<file path="config.mk">
export PLATFORM = sky130hd
export DESIGN_NAME = seq_control_unit_flat
export DESIGN_NICKNAME = d
export VERILOG_FILES = /design/src/rtl/seq_control_unit_if.sv /design/src/rtl/seq_control_unit.sv /design/src/flat_wrapper.sv
export SDC_FILE = /design/constraint.sdc
export NUM_CORES = 1
export LEC_CHECK = 0
export BUFFER_PORTS_ARGS = -buffer_cell sky130_fd_sc_hd__buf_2
export CAP_MARGIN = 5
export CORE_MARGIN = 2
export CORE_UTILIZATION = 50
export CTS_CLUSTER_SIZE = 20
export DETAILED_ROUTE_END_ITERATION = 7
export HOLD_SLACK_MARGIN = 0.15
export PLACE_DENSITY = 0.78
export SLEW_MARGIN = 20
export SYNTH_ARGS = -nofsm -noshare
export SYNTH_HDL_FRONTEND = slang
export SYNTH_SLANG_ARGS = --single-unit
</file>
<file path="constraint.sdc">
create_clock -name clk -period 2.29 [get_ports clk]
set_input_delay 0.3435 -clock clk [delete_from_list [all_inputs] [get_ports clk]]
set_output_delay 0.3435 -clock clk [all_outputs]
set_load 0.02 [all_outputs]
</file>
<file path="src/rtl/seq_control_unit_if.sv">
// rtl/seq_control_unit_if.sv - datapath-side bundle of the multicycle sequencer
interface seq_control_unit_if #(
  parameter int CNT_W = 16
);
  logic [5:0]       opcode;
  logic             zero;
  logic             run;
  logic             step;
  logic             s_inc;
  logic             s_inm;
  logic             we;
  logic             wez;
  logic [2:0]       ALUOp;
  logic             pc_en;
  logic             ir_en;
  logic             busy;
  logic             halted;
  logic             illegal;
  logic [CNT_W-1:0] instr_cnt;

  modport master (
    output opcode, zero, run, step,
    input  s_inc, s_inm, we, wez, ALUOp, pc_en, ir_en, busy, halted, illegal, instr_cnt
  );

  modport slave (
    input  opcode, zero, run, step,
    output s_inc, s_inm, we, wez, ALUOp, pc_en, ir_en, busy, halted, illegal, instr_cnt
  );
endinterface

</file>
<file path="src/rtl/seq_control_unit.sv">
// rtl/seq_control_unit.sv - multicycle fetch/decode/exec sequencer with run/step, HALT and retire counter
// Optional SEQ_ILLEGAL_TRAP_EN: reserved opcodes trap into HALT and raise a sticky illegal flag.
module seq_control_unit #(
  parameter int         CNT_W    = 16,
  parameter logic [5:0] HALT_OPC = 6'b111111
) (
  input logic              clk,
  input logic              reset,
  seq_control_unit_if.slave bus
);
  localparam logic [5:0] OP_J   = 6'b100000;
  localparam logic [5:0] OP_JZ  = 6'b100001;
  localparam logic [5:0] OP_JNZ = 6'b100010;

  typedef enum logic [2:0] {IDLE, FETCH, DECODE, EXEC, WB, HALT} state_t;

  state_t           state_q, state_d;
  logic [5:0]       op_q;
  logic             step_q;
  logic [CNT_W-1:0] cnt_q;
  logic             retire;
  logic             trap;
  logic             s_inc, s_inm, we, wez, pc_en, ir_en, busy, halted;
  logic [2:0]       alu_op;

  function automatic logic is_jump(input logic [5:0] op);
    return (op == OP_J) || (op == OP_JZ) || (op == OP_JNZ);
  endfunction

`ifdef SEQ_ILLEGAL_TRAP_EN
  function automatic logic is_reserved(input logic [5:0] op);
    return op[5] && !is_jump(op) && (op != HALT_OPC);
  endfunction
`endif

  logic taken;
  assign taken = (op_q == OP_J) || ((op_q == OP_JZ) && bus.zero) ||
                 ((op_q == OP_JNZ) && !bus.zero);

  always_comb begin
    state_d = state_q;
    s_inc   = 1'b0;
    s_inm   = 1'b0;
    we      = 1'b0;
    wez     = 1'b0;
    alu_op  = 3'b000;
    pc_en   = 1'b0;
    ir_en   = 1'b0;
    halted  = 1'b0;
    retire  = 1'b0;
    trap    = 1'b0;
    busy    = (state_q != IDLE) && (state_q != HALT);
    case (state_q)
      IDLE: begin
        if (bus.run || step_q) state_d = FETCH;
      end
      FETCH: begin
        ir_en   = 1'b1;
        state_d = DECODE;
      end
      DECODE: begin
        if (bus.opcode == HALT_OPC) begin
          state_d = HALT;
`ifdef SEQ_ILLEGAL_TRAP_EN
        end else if (is_reserved(bus.opcode)) begin
          state_d = HALT;
          trap    = 1'b1;
`endif
        end else begin
          state_d = EXEC;
        end
      end
      EXEC: begin
        if (!op_q[5]) begin
          alu_op  = op_q[2:0];
          s_inm   = op_q[4];
          state_d = WB;
        end else begin
          // Jumps and reserved opcodes both retire here; only a taken jump selects the target
          pc_en   = 1'b1;
          s_inc   = !(is_jump(op_q) && taken);
          retire  = 1'b1;
          state_d = bus.run ? FETCH : IDLE;
        end
      end
      WB: begin
        alu_op  = op_q[2:0];
        s_inm   = op_q[4];
        we      = 1'b1;
        wez     = 1'b1;
        pc_en   = 1'b1;
        s_inc   = 1'b1;
        retire  = 1'b1;
        state_d = bus.run ? FETCH : IDLE;
      end
      HALT: begin
        halted = 1'b1;
      end
      default: state_d = IDLE;
    endcase
  end

  always_ff @(posedge clk or posedge reset) begin
    if (reset) begin
      state_q <= IDLE;
      op_q    <= 6'b000000;
      step_q  <= 1'b0;
      cnt_q   <= '0;
    end else begin
      state_q <= state_d;
      if (state_q == DECODE) op_q <= bus.opcode;
      if (retire) cnt_q <= cnt_q + 1'b1;
      // Leaving IDLE consumes the latch; otherwise any step seen while stopped is remembered once
      if (state_q == IDLE && state_d == FETCH)
        step_q <= 1'b0;
      else if (bus.step && !bus.run && state_q != HALT)
        step_q <= 1'b1;
    end
  end

`ifdef SEQ_ILLEGAL_TRAP_EN
  logic illegal_q;
  always_ff @(posedge clk or posedge reset) begin
    if (reset)     illegal_q <= 1'b0;
    else if (trap) illegal_q <= 1'b1;
  end
  assign bus.illegal = illegal_q;
`else
  assign bus.illegal = 1'b0;
`endif

  assign bus.s_inc     = s_inc;
  assign bus.s_inm     = s_inm;
  assign bus.we        = we;
  assign bus.wez       = wez;
  assign bus.ALUOp     = alu_op;
  assign bus.pc_en     = pc_en;
  assign bus.ir_en     = ir_en;
  assign bus.busy      = busy;
  assign bus.halted    = halted;
  assign bus.instr_cnt = cnt_q;
endmodule

</file>
<file path="src/flat_wrapper.sv">
// flat-port wrapper written by rule: the top's interface ports become plain ports
module seq_control_unit_flat 
#(
  parameter int         CNT_W    = 16,
  parameter logic [5:0] HALT_OPC = 6'b111111
)
  (clk, reset, bus_opcode, bus_zero, bus_run, bus_step, bus_s_inc, bus_s_inm, bus_we, bus_wez, bus_ALUOp, bus_pc_en, bus_ir_en, bus_busy, bus_halted, bus_illegal, bus_instr_cnt);
  seq_control_unit_if #(.CNT_W(CNT_W)) bus_i ();
  input logic clk;
  input logic reset;
  input wire logic [$bits(bus_i.opcode)-1:0] bus_opcode;
  input wire logic [$bits(bus_i.zero)-1:0] bus_zero;
  input wire logic [$bits(bus_i.run)-1:0] bus_run;
  input wire logic [$bits(bus_i.step)-1:0] bus_step;
  output wire logic [$bits(bus_i.s_inc)-1:0] bus_s_inc;
  output wire logic [$bits(bus_i.s_inm)-1:0] bus_s_inm;
  output wire logic [$bits(bus_i.we)-1:0] bus_we;
  output wire logic [$bits(bus_i.wez)-1:0] bus_wez;
  output wire logic [$bits(bus_i.ALUOp)-1:0] bus_ALUOp;
  output wire logic [$bits(bus_i.pc_en)-1:0] bus_pc_en;
  output wire logic [$bits(bus_i.ir_en)-1:0] bus_ir_en;
  output wire logic [$bits(bus_i.busy)-1:0] bus_busy;
  output wire logic [$bits(bus_i.halted)-1:0] bus_halted;
  output wire logic [$bits(bus_i.illegal)-1:0] bus_illegal;
  output wire logic [$bits(bus_i.instr_cnt)-1:0] bus_instr_cnt;
  assign bus_i.opcode = bus_opcode;
  assign bus_i.zero = bus_zero;
  assign bus_i.run = bus_run;
  assign bus_i.step = bus_step;
  assign bus_s_inc = bus_i.s_inc;
  assign bus_s_inm = bus_i.s_inm;
  assign bus_we = bus_i.we;
  assign bus_wez = bus_i.wez;
  assign bus_ALUOp = bus_i.ALUOp;
  assign bus_pc_en = bus_i.pc_en;
  assign bus_ir_en = bus_i.ir_en;
  assign bus_busy = bus_i.busy;
  assign bus_halted = bus_i.halted;
  assign bus_illegal = bus_i.illegal;
  assign bus_instr_cnt = bus_i.instr_cnt;
  seq_control_unit #(.CNT_W(CNT_W), .HALT_OPC(HALT_OPC)) u_core (.clk(clk), .reset(reset), .bus(bus_i));
endmodule
</file>
==> results.json <==
{
  "finalHoldViolations": 0,
  "slowest_stage": "dfrtp_1",
  "synth_cells": 120,
  "boundaryPins": 39,
  "clock_skew_ps": 11.5,
  "num_vias": 962,
  "synth.avg_cell_area_um2": 11.1,
  "viasPerCell": 5.17,
  "antenna_cells": 0,
  "root_buffer": "clkbuf_4",
  "synthTopCellsByArea": "dfrtp_1 49%, xnor2_1 5.9%, mux2_2 5.1%, xor2_1 4.6%, nand2_1 3.1%",
  "clock-sinks": 26,
  "layout_common_cells": "37 x buf_2, 25 x dfrtp_1, 11 x nand2_1, 9 x xnor2_1, 7 x xor2_1",
  "first_pass_iters": 4,
  "async_reset_ff_frac": 1.00,
  "synth-main-ff-cell": "dfrtp_1",
  "htreeDepth": 1,
  "finalCritPeriodShare": 0.945,
  "worstSetupPathType": "flop to output port",
  "antenna_found_initial": 0,
  "ir_worst_vdd_mv": 0.745,
  "dp_slack_ps": 399,
  "hold_class": "primary input to flop",
  "synth-edff-count": 0,
  "cp_max_fo": 10,
  "cts.path.max_buffers": 2,
  "critPathTopFamily": "simple AND/OR/NAND/NOR gates",
  "syn2layout_area_growth_pct": 17.1,
  "slew_headroom": 0.636,
  "setup-violations-final": 0,
  "end_kind": "output port",
  "ys_warn_count": 0,
  "r2r_start": "u_core.state_q[2]",
  "cts_buffers": 3,
  "outcome": "finished, final reports clean",
  "crit_path_start": "u_core.state_q[2]",
  "clk_pin_slew_ps": 150,
  "timing.final.ws_setup_ps": 126,
  "start_util": 0.533,
  "grt_pass1_vias": 967,
  "yosysSeqAreaShare": 0.489,
  "ys_types": 38,
  "yosysTopAreaCell": "dfrtp_1",
  "final_common_cell": "buf_2",
  "drc": 0,
  "critPathBufInv": 1,
  "syn_nets": 132,
  "track_usage": 0.170,
  "postCtsSetupBuffers": 0,
  "die_x_um": 55.6,
  "leakage_nw": 0.830,
  "clkLatencyLatePin_ps": 320,
  "ys_ff_latch": 26,
  "max_stage_delay_ps": 530,
  "fin_nets": 169,
  "grt_pass1_wl_um": 4330,
  "crit_chain": "or3b_4, and2_4, a31oi_1, buf_2",
  "synth_top_area_share": 0.489,
  "dieArea_mm2": 0.00309,
  "drt-total-wl_um": 2430,
  "crit_arrival_ps": 1820,
  "cts_tree": "done",
  "critPathLaunchType": "flop",
  "fmax_mhz": 462,
  "drive_gt1_frac": 0.353,
  "drtAntennaViolNets": 0,
  "worst_slew_pin_slew_ps": 543,
  "gp_congestion": 0.757,
  "row_count": 18,
  "cp.required_ps": 1950,
  "period_needed_ps": 2160,
  "drv_cap": 0,
  "tns_ps": 0,
  "port_buffers": 37,
  "place_hpwl_um": 1830,
  "grt_max_degree": 27,
  "first_iter_violations": 28,
  "dieHeight_um": 55.6,
  "wl_per_cell_um": 13.1,
  "rsz0062_at_grt": "false",
  "core_area_mm2": 0.00250,
  "finalMaxSlewViolations": 0,
  "pwr_density_cell_mw_per_mm2": 1160,
  "overflow": 0,
  "min-delay-start": "bus_opcode[2]",
  "synth_area_mm2": 0.00133
}
[cell type report]
| class | count | area, um^2 |
|---|---|---|
| fill | 204 | 941 |
| tap | 30 | 37.5 |
| timing repair buffer | 39 | 203 |
| clock inverter | 1 | 30.0 |
| inverter | 5 | 18.8 |
| clock buffer | 3 | 22.5 |
| multi-input combinational | 82 | 596 |
| sequential | 26 | 652 |
[where the power goes]
part | switching, W | internal (W)
sequential | 0.000164 | 0.000592
clock | 0.000136 | 0.000177
combinational | 0.000402 | 0.000333
total | 0.000702 | 0.00110
[routing by layer]
metal / track usage / routed length, um / vias to the layer above
met3: 0.0326 / 131 / 2
met2: 0.301 / 1180 / 23
li1: - / - / 475
met4: 0.0314 / 15 / 0
met5: 0 / 0 / -
met1: 0.219 / 1100 / 462
[through the flow]
step	cell area (um^2)	power, W	hold slack [ps]	cells	utilization
final	1560	0.00180	258	186	0.624
after global routing	1560	0.00193	251	186	0.624
after CTS	1560	0.00182	254	186	0.623
after detailed placement	1500	0.00150	420	181	0.598
after global placement	1500	0.00147	406	181	0.598
after floorplan	1330	0.00137	384	120	-
[state kept, by name, indices dropped and copies added (netlist names)]
register and cells:
u_core.step_q 1, u_core.bus.instr_cnt 16, u_core.op_q 6, u_core.state_q 3
[logic make-up after synthesis]
kind of cell | Yosys count | share of synthesized area
AOI/OAI and AO/OA | 9 | 0.0470
and+or+nand+nor | 47 | 0.217
muxes | 8 | 0.0658
adders and majority gates | 1 | 0.00940
xor gates and xnor gates | 16 | 0.105
DFF | 26 | 0.489
other | 1 | 0.00282
buffers and inverters | 12 | 0.0639
[final timing paths]
check / to / slack, ps / cells after the start
hold reg to reg: u_core.bus.instr_cnt[15] / 470 / 1
setup reg to reg: u_core.bus.instr_cnt[10] / 390 / 4
hold / removal: u_core.op_q[2] / 260 / 2
setup / recovery: bus_s_inc / 130 / 4
min in group asynchronous: u_core.bus.instr_cnt[13] / 590 / 4
max in group asynchronous: u_core.state_q[0] / 1420 / 4
[cell usage after synthesis, drive strengths merged (2+ instances only)]
cell and n:
clkbuf 2, nor2 6, nand3b 2, and4 2
nand2 11, a21oi 2, nor4b 2, mux2i 2
nor3 2, and2 2, inv 5, mux2 6
dfrtp 26, buf 5, xnor2 9, nand4 3
nor2b 6, xor2 7, nand3 5, a31oi 2
or3b 2
[repair_timing]
item,4_1_cts,5_1_grt
hold buffers,1,0
endpoints found under the hold margin,26,0
setup endpoints to repair,0,1
gates resized for setup,0,1
Power figures use the tool's default switching activity.
